### config.mk
export PLATFORM = sky130hd
export DESIGN_NAME = multicycle_controller
export DESIGN_NICKNAME = d
export VERILOG_FILES = /design/src/rtl/multicycle_controller.sv
export SDC_FILE = /design/constraint.sdc
export NUM_CORES = 1
export LEC_CHECK = 0
export BUFFER_PORTS_ARGS = -buffer_cell sky130_fd_sc_hd__buf_2
export CORE_MARGIN = 1.5
export CORE_UTILIZATION = 42
export CTS_CLUSTER_SIZE = 14
export DETAILED_ROUTE_END_ITERATION = 12
export GPL_ROUTABILITY_DRIVEN = 0
export PLACE_DENSITY = 0.78
export REMOVE_ABC_BUFFERS = 1
export SETUP_SLACK_MARGIN = 0.5
export SLEW_MARGIN = 20
export SYNTH_ARGS = -nofsm -noshare
export SYNTH_HDL_FRONTEND = slang
export SYNTH_SLANG_ARGS = --single-unit
### constraint.sdc
create_clock -name clk -period 2.09 [get_ports clk]
set_input_delay 0.1045 -clock clk [delete_from_list [all_inputs] [get_ports clk]]
set_output_delay 0.1045 -clock clk [all_outputs]
set_load 0.03 [all_outputs]
### src/rtl/multicycle_controller.sv
// multicycle_controller: Moore control unit for the multicycle MIPS datapath.
// It sequences fetch/decode/execute/memory/write-back states, drives the
// mux selects and write strobes for each state, and decodes ALUOp/funct into
// the 3-bit ALU control.
// Optional feature: define MCTRL_BNE_EN to add the bne instruction
// (BRANCHNE state, encoding 12). With the macro undefined, bne is illegal
// and encoding 12 is treated like the other unreachable encodings.
// Reset is asynchronous and active-high. While it is asserted, every write
// strobe (pcen, memwrite, irwrite, regwrite) is held low, so an aborted
// instruction never performs a partial write.
module multicycle_controller (
   input  logic       clk,
   input  logic       reset,
   input  logic [5:0] op,
   input  logic [5:0] funct,
   input  logic       zero,
   output logic       pcen,
   output logic       memwrite,
   output logic       irwrite,
   output logic       regwrite,
   output logic       iord,
   output logic       memtoreg,
   output logic       regdst,
   output logic       alusrca,
   output logic [1:0] alusrcb,
   output logic [1:0] pcsrc,
   output logic [2:0] alucontrol,
   output logic [3:0] state
);

   typedef enum logic [3:0] {
      FETCH    = 4'd0,
      DECODE   = 4'd1,
      MEMADR   = 4'd2,
      MEMRD    = 4'd3,
      MEMWB    = 4'd4,
      MEMWR    = 4'd5,
      EXECUTE  = 4'd6,
      ALUWB    = 4'd7,
      BRANCH   = 4'd8,
      ADDIEX   = 4'd9,
      ADDIWB   = 4'd10,
      JUMP     = 4'd11,
      BRANCHNE = 4'd12
   } state_t;

   localparam logic [5:0] OP_RTYPE = 6'b000000;
   localparam logic [5:0] OP_LW    = 6'b100011;
   localparam logic [5:0] OP_SW    = 6'b101011;
   localparam logic [5:0] OP_BEQ   = 6'b000100;
   localparam logic [5:0] OP_ADDI  = 6'b001000;
   localparam logic [5:0] OP_J     = 6'b000010;
`ifdef MCTRL_BNE_EN
   localparam logic [5:0] OP_BNE   = 6'b000101;
`endif

   state_t state_q;
   state_t state_d;

   // Raw (pre-reset-gating) per-state control values
   logic       pcwrite_s;
   logic       branch_s;
   logic       memwrite_s;
   logic       irwrite_s;
   logic       regwrite_s;
   logic [1:0] aluop_s;
`ifdef MCTRL_BNE_EN
   logic       branchne_s;
`endif

   // State register: asynchronous reset returns straight to FETCH
   always_ff @(posedge clk or posedge reset) begin
      if (reset) begin
         state_q <= FETCH;
      end else begin
         state_q <= state_d;
      end
   end

   // Next-state selection; any unknown opcode or encoding falls back to FETCH
   always_comb begin
      state_d = FETCH;
      case (state_q)
         FETCH:   state_d = DECODE;
         DECODE: begin
            case (op)
               OP_LW, OP_SW: state_d = MEMADR;
               OP_RTYPE:     state_d = EXECUTE;
               OP_BEQ:       state_d = BRANCH;
               OP_ADDI:      state_d = ADDIEX;
               OP_J:         state_d = JUMP;
`ifdef MCTRL_BNE_EN
               OP_BNE:       state_d = BRANCHNE;
`endif
               default:      state_d = FETCH;
            endcase
         end
         // MEMADR is only reached for lw or sw, so sw picks MEMWR, else MEMRD
         MEMADR:  state_d = (op == OP_SW) ? MEMWR : MEMRD;
         MEMRD:   state_d = MEMWB;
         MEMWB:   state_d = FETCH;
         MEMWR:   state_d = FETCH;
         EXECUTE: state_d = ALUWB;
         ALUWB:   state_d = FETCH;
         BRANCH:  state_d = FETCH;
         ADDIEX:  state_d = ADDIWB;
         ADDIWB:  state_d = FETCH;
         JUMP:    state_d = FETCH;
         default: state_d = FETCH;
      endcase
   end

   // Moore decode of selects and raw strobes from the current state
   always_comb begin
      pcwrite_s  = 1'b0;
      branch_s   = 1'b0;
      memwrite_s = 1'b0;
      irwrite_s  = 1'b0;
      regwrite_s = 1'b0;
      aluop_s    = 2'b00;
`ifdef MCTRL_BNE_EN
      branchne_s = 1'b0;
`endif
      iord       = 1'b0;
      memtoreg   = 1'b0;
      regdst     = 1'b0;
      alusrca    = 1'b0;
      alusrcb    = 2'b00;
      pcsrc      = 2'b00;
      case (state_q)
         FETCH: begin
            alusrcb   = 2'b01;
            pcwrite_s = 1'b1;
            irwrite_s = 1'b1;
         end
         DECODE:  alusrcb = 2'b11;
         MEMADR: begin
            alusrca = 1'b1;
            alusrcb = 2'b10;
         end
         MEMRD:   iord = 1'b1;
         MEMWB: begin
            memtoreg   = 1'b1;
            regwrite_s = 1'b1;
         end
         MEMWR: begin
            iord       = 1'b1;
            memwrite_s = 1'b1;
         end
         EXECUTE: begin
            alusrca = 1'b1;
            aluop_s = 2'b10;
         end
         ALUWB: begin
            regdst     = 1'b1;
            regwrite_s = 1'b1;
         end
         BRANCH: begin
            alusrca  = 1'b1;
            aluop_s  = 2'b01;
            pcsrc    = 2'b01;
            branch_s = 1'b1;
         end
         ADDIEX: begin
            alusrca = 1'b1;
            alusrcb = 2'b10;
         end
         ADDIWB:  regwrite_s = 1'b1;
         JUMP: begin
            pcsrc     = 2'b10;
            pcwrite_s = 1'b1;
         end
`ifdef MCTRL_BNE_EN
         BRANCHNE: begin
            alusrca    = 1'b1;
            aluop_s    = 2'b01;
            pcsrc      = 2'b01;
            branchne_s = 1'b1;
         end
`endif
         default: ;
      endcase
   end

   // Write strobes, held low for the whole time reset is asserted
   always_comb begin
      memwrite = memwrite_s & ~reset;
      irwrite  = irwrite_s  & ~reset;
      regwrite = regwrite_s & ~reset;
`ifdef MCTRL_BNE_EN
      pcen = (pcwrite_s | (branch_s & zero) | (branchne_s & ~zero)) & ~reset;
`else
      pcen = (pcwrite_s | (branch_s & zero)) & ~reset;
`endif
   end

   // ALU decoder: add by default, subtract for branches, funct for R-type
   always_comb begin
      alucontrol = 3'b010;
      case (aluop_s)
         2'b01: alucontrol = 3'b110;
         2'b10: begin
            case (funct)
               6'b100000: alucontrol = 3'b010;
               6'b100010: alucontrol = 3'b110;
               6'b100100: alucontrol = 3'b000;
               6'b100101: alucontrol = 3'b001;
               6'b101010: alucontrol = 3'b111;
               default:   alucontrol = 3'b010;
            endcase
         end
         default: alucontrol = 3'b010;
      endcase
   end

   assign state = state_q;

endmodule

== Yosys cells after proc, flatten, opt, wreduce, memory -nomap -nowiden ==
Index checks and enable logic that the tools add are counted.

* Flip-flop bits (word level): 4
* Latch bits: 0
* RAM bits: 0
* ROM bits: 0
* Bits of input ports: 15
* Output and inout port bits: 19
* Word-level logic and storage cells: 55
* Memories: 0

* $add $sub $neg: 0
* Multipliers: 0
* Divide/modulo/power cells: 0
* Order comparisons: 0
* Eq/ne operators: 22
* Shift operators: 0
* Multiplexer cells: 17
* Bitwise logic cells: 7
* Reduce and logical (&&, ||, !) cells: 8

{| class="wikitable"
|+ Operator list
! cell !! number
|-
| 6-bit equality test (second input constant) || 6
|-
| 4-bit one-hot mux with 6 select lines || 1
|-
| 4-bit one-hot mux with 5 select lines || 1
|-
| 4-bit by 3-bit equality test with 1-bit output (second input constant) || 4
|-
| 4-bit equality test (second input constant) || 4
|-
| 3-bit one-hot mux with 4 select lines || 1
|-
| 1-bit 2-to-1 mux || 9
|-
| 4-bit by 2-bit equality test with 1-bit output (second input constant) || 2
|-
| 2-bit one-hot mux with 2 select lines || 2
|-
| 2-bit OR reduction || 4
|-
| 6-bit by 2-bit equality test with 1-bit output (second input constant) || 1
|-
| 6-bit by 3-bit equality test with 1-bit output (second input constant) || 1
|-
| 6-bit by 4-bit equality test with 1-bit output (second input constant) || 1
|-
| 6-bit logical NOT || 1
|-
| 2-bit one-hot mux with 3 select lines || 1
|-
| 3-bit one-hot mux with 2 select lines || 1
|-
| 1-bit bitwise AND || 5
|-
| 4-bit by 1-bit equality test with 1-bit output (second input constant) || 1
|-
| 4-bit logical NOT || 1
|-
| 4-bit OR reduction || 1
|-
| 3-bit 2-to-1 mux || 1
|-
| 3-bit OR reduction || 1
|-
| 2-bit by 1-bit equality test with 1-bit output (second input constant) || 1
|-
| 2-bit equality test (second input constant) || 1
|-
| other kinds (2) || 2
|}

== Logic depth before layout (Yosys ltp) ==
* Depth in word-level cells: 5
* Gate-level depth with buffers: 7
* Gate-level depth less buffers: 6

== Worst setup path after synthesis ==
Ideal clock, no wire load.

* Path kind: register to output
* Start: register state_q[2], in the netlist state[2]
* End: output port alucontrol[2]
* Arrival: 3.267 ns
* Required time: 1.986 ns
* Slack: -1.281 ns
* Stages on the path, launching flop included: 8
* Path buffers: 1
* Path through: dfrtp_1 buf_6 nand2b_4 nor3_1 inv_1 ha_1 nand4b_1 o41ai_1

* Word-level cells in the longest chain between the ends: 4
* Elaborated cells between the ends (all ways): 6
* Classes of those cells: eq/ne: 4; mux: 2

{| class="wikitable"
|+ RTL lines
! element !! line !! text
|-
| from (decl) || 57 || <nowiki>state_t state_q;</nowiki>
|-
| from (signal assigned) || 76 || <nowiki>state_q <= state_d;</nowiki>
|-
| 4-bit equality test or 4-bit by 3-bit equality test with 1-bit output (tied branches) || 130 || <nowiki>case (state_q)</nowiki>
|-
| 2-bit one-hot mux with 2 select lines (*) || 130 ||
|-
| 2-bit equality test or 2-bit by 1-bit equality test with 1-bit output (tied branches) || 200 || <nowiki>case (aluop_s)</nowiki>
|-
| 3-bit one-hot mux with 2 select lines (*) || 200 ||
|-
| to (decl) || 27 || <nowiki>output logic [2:0] alucontrol,</nowiki>
|}

Mark *: on every way between the ends. The rest lies on a longest branch, timed or not.

== Worst setup path in the final report ==
* Start: register state_q[0], in the netlist state[0]
* End: output port alucontrol[2]

Same word-level chain as after synthesis.

==> flow_metrics.tcl <==
set metrics [dict create \
    fill_cells 87 \
    cp.required_ns 1.99 \
    grt_max_degree 9 \
    ant_nets 0 \
    postSynthAreaPerCell_sq_um 7.676 \
    dp.cells 124 \
    row_count 13 \
    setup_violations 0 \
    period_share 0.9695 \
    synth_cell_types 34 \
    powerDensity_nw_per_um2 1157 \
    cts_root_buf "clkbuf_4" \
    regArea_sq_um 102.6 \
    yosys_warnings 0 \
    core-area_sq_um 1285 \
    p_switching_uw 622.5 \
    io_pins 34 \
    crit_slowest_cell "dfrtp_2" \
    slew_viol_final 0 \
    drc 0 \
    start_util 0.4421 \
    hold_viol 0 \
    worst_setup_path_start_kind "register" \
    swShare 0.5117 \
    critPathCaptureType "output pin" \
    synthesis.instances 74 \
    grtUsageTotal 0.2580 \
    dr_total_vias 798 \
    grt_pass1_vias 636 \
    p_int_uw 593.9 \
    synth_compound_area_frac 0.1894 \
    final_util 0.8179 \
    cp_max_fo 3 \
    comb_power_share 0.788 \
    cts_made_buffers 3 \
    routed_wl_um 2345 \
    clk_latency_ns 0.25 \
    ys_async_sr_fraction 1.000 \
    diodes 0 \
    period_needed_ns 2.026 \
    syn_to_final_growth_pct 85.02 \
    path_class "reg2out" \
    worst_slack_ns 0.06371 \
    synth_xor_area_frac 0.04626 \
    yosysTopAreaCell "dfrtp_1" \
    synth_area_sq_um 568.0 \
    fin_tns_setup_ns 0 \
    final_cells 142 \
    io_buffers 33 \
    layout-drive-gt1-share 0.6142 \
    clk_pin_slew_ns 0.04 \
    fin_skew_ns 0.007407 \
    ys_seq_area_frac 0.1762 \
    synth_top_area_frac 0.1762 \
    drtPass1Iterations 6 \
    slowest_delay_ns 0.44 \
    yosys_register_bits 4 \
    synth_top_family_by_area "simple AND/OR/NAND/NOR gates" \
    synth_fa_ha_area_frac 0.06608 \
    synth-simple-area-share 0.3965 \
    hp-class "in2reg" \
    avgViaCountPerCell 5.620 \
    ys.flop_type "dfrtp_1" \
    initialDrtViolationCount 21 \
    dpl_worst_slack_ns 0.1195 \
    yosys-top-cells-area "dfrtp_1, ha_1, nor2_1" \
    maxSlewHeadroom 0.6028 \
    max_clock_freq_mhz 493.5 \
    cts.htree.levels 1 \
    synth_edf_count 0 \
    ir_drop_uv 696.2 \
    dp_hpwl_um 1183 \
    p_seq_frac 0.125 \
    wire_per_inst_um 16.51 \
    ys_top_cells_by_count "nor2_1, inv_1, nand2_1" \
    drv_cap 0 \
    p_leak_uw 0.0004852 \
    yosysMostFrequentCell "nor2_1" \
    status "complete, no violations" \
    fin_nets 147 \
    fp.dieW_um 39.78 \
    arrival_ns 1.92 \
    multi_input_area_sq_um 503.0 \
    clockPowerShare 0.087 \
    antenna_found_initial 0 \
    tightest_slew_ns 0.5903 \
    muxShareOfSynthArea 0.01982 \
    clockBufferDepth 2 \
    die_h_um 39.78 \
    crit_chain "nand2b_4, nor2_4, inv_2, ha_4, nand4b_1, o41ai_2, buf_4" \
    grt_first_pass_wirelength_um 2725 \
    cts_tree "yes" \
    die_area_sq_um 1582 \
    rsz0062_at_grt "true" \
    cts.sinks 4 \
    largest_reg_flops 4 \
    overflow 0 \
]
==> timing repair <==
item	in CTS	in global routing
pin swaps	2	5
setup endpoints to repair	7	11
gates cloned	0	0
resized for setup	25	18
hold buffers	1	0
hold endpoints to repair	4	0
buffers inserted	5	9
==> power by group through the flow <==
| stage | clock, uW | sequential [uW] | combinational (uW) |
|---|---|---|---|
| floorplan | 0 | 207 | 365 |
| global placement | 0 | 123 | 645 |
| detailed placement | 0 | 125 | 653 |
| CTS | 95.7 | 140 | 762 |
| global route | 104 | 152 | 1000 |
| finish | 105 | 153 | 958 |
==> through the flow <==
step | instance area (sq um) | power [uW] | hold slack [ns]
3_3_place_gp | 759.5 | 768.2 | 0.03432
6_report | 1051 | 1216 | 0.2042
2_1_floorplan | 530.5 | 572.0 | -0.1243
5_1_grt | 1051 | 1258 | 0.2524
4_1_cts | 924.6 | 997.0 | 0.2183
3_5_place_dp | 759.5 | 778.0 | 0.03964
==> metal layers <==
layer | track usage | vias to the layer above | routed length (um)
met5 | 0 | - | 0
met1 | 0.3038 | 381 | 991
met4 | 0.06897 | 0 | 54
li1 | - | 372 | -
met3 | 0.02273 | 7 | 88
met2 | 0.4836 | 38 | 1211
==> cells in the final DEF (no fill, tap or decap), types with 2 or more instances in the layout <==
cell type	n
dfrtp_1	2
nand3_1	2
ha_2	2
buf_4	20
buf_2	24
xor2_1	2
nand2b_4	4
nor4_1	2
o21a_1	2
inv_1	4
nor4_4	2
nor3_1	3
nand2_1	5
clkbuf_4	3
buf_6	9
a21oi_1	3
o21ai_0	3
dfrtp_2	2
nand3b_1	2
nor2_1	7
inv_2	2
==> worst paths after layout <==
check | from | to | slack (ns) | cells after the start
max | state[0] | alucontrol[2] | 0.06 | 7
min | op[4] | state[3] | 0.20 | 3
max reg2reg | state[1] | state[1] | 0.31 | 8
min reg2reg | state[3] | state[0] | 0.73 | 3
max in group asynchronous | reset | state[0] | 1.54 | 3
min in group asynchronous | reset | state[3] | 0.35 | 3
==> area by class of cell <==
type,count,area share
clock buffer,3,0.02143
inverter,6,0.02143
multi-input combinational,60,0.4786
sequential,4,0.09762
tap,15,0.01786
timing repair buffer,54,0.3631
==> worst max-delay path, delay by kind of cell (launching register included) <==
kind,cells,cell delay [ns]
adders and majority gates,1,0.27
and+or+nand+nor,3,0.47
DFF,1,0.44
AOI/OAI and AO/OA,1,0.23
buffers and inverters,2,0.26
==> cell families after synthesis <==
logic type               count (synthesis)
AND/OR/NAND/NOR                         37
buffers and inverters                   10
adder cells (fa/ha/maj)                  3
AO/OA/AOI/OAI                           16
flip-flops                               4
multiplexers                             1
XOR/XNOR                                 3
No activity file was read; power rests on OpenSTA's default activity.
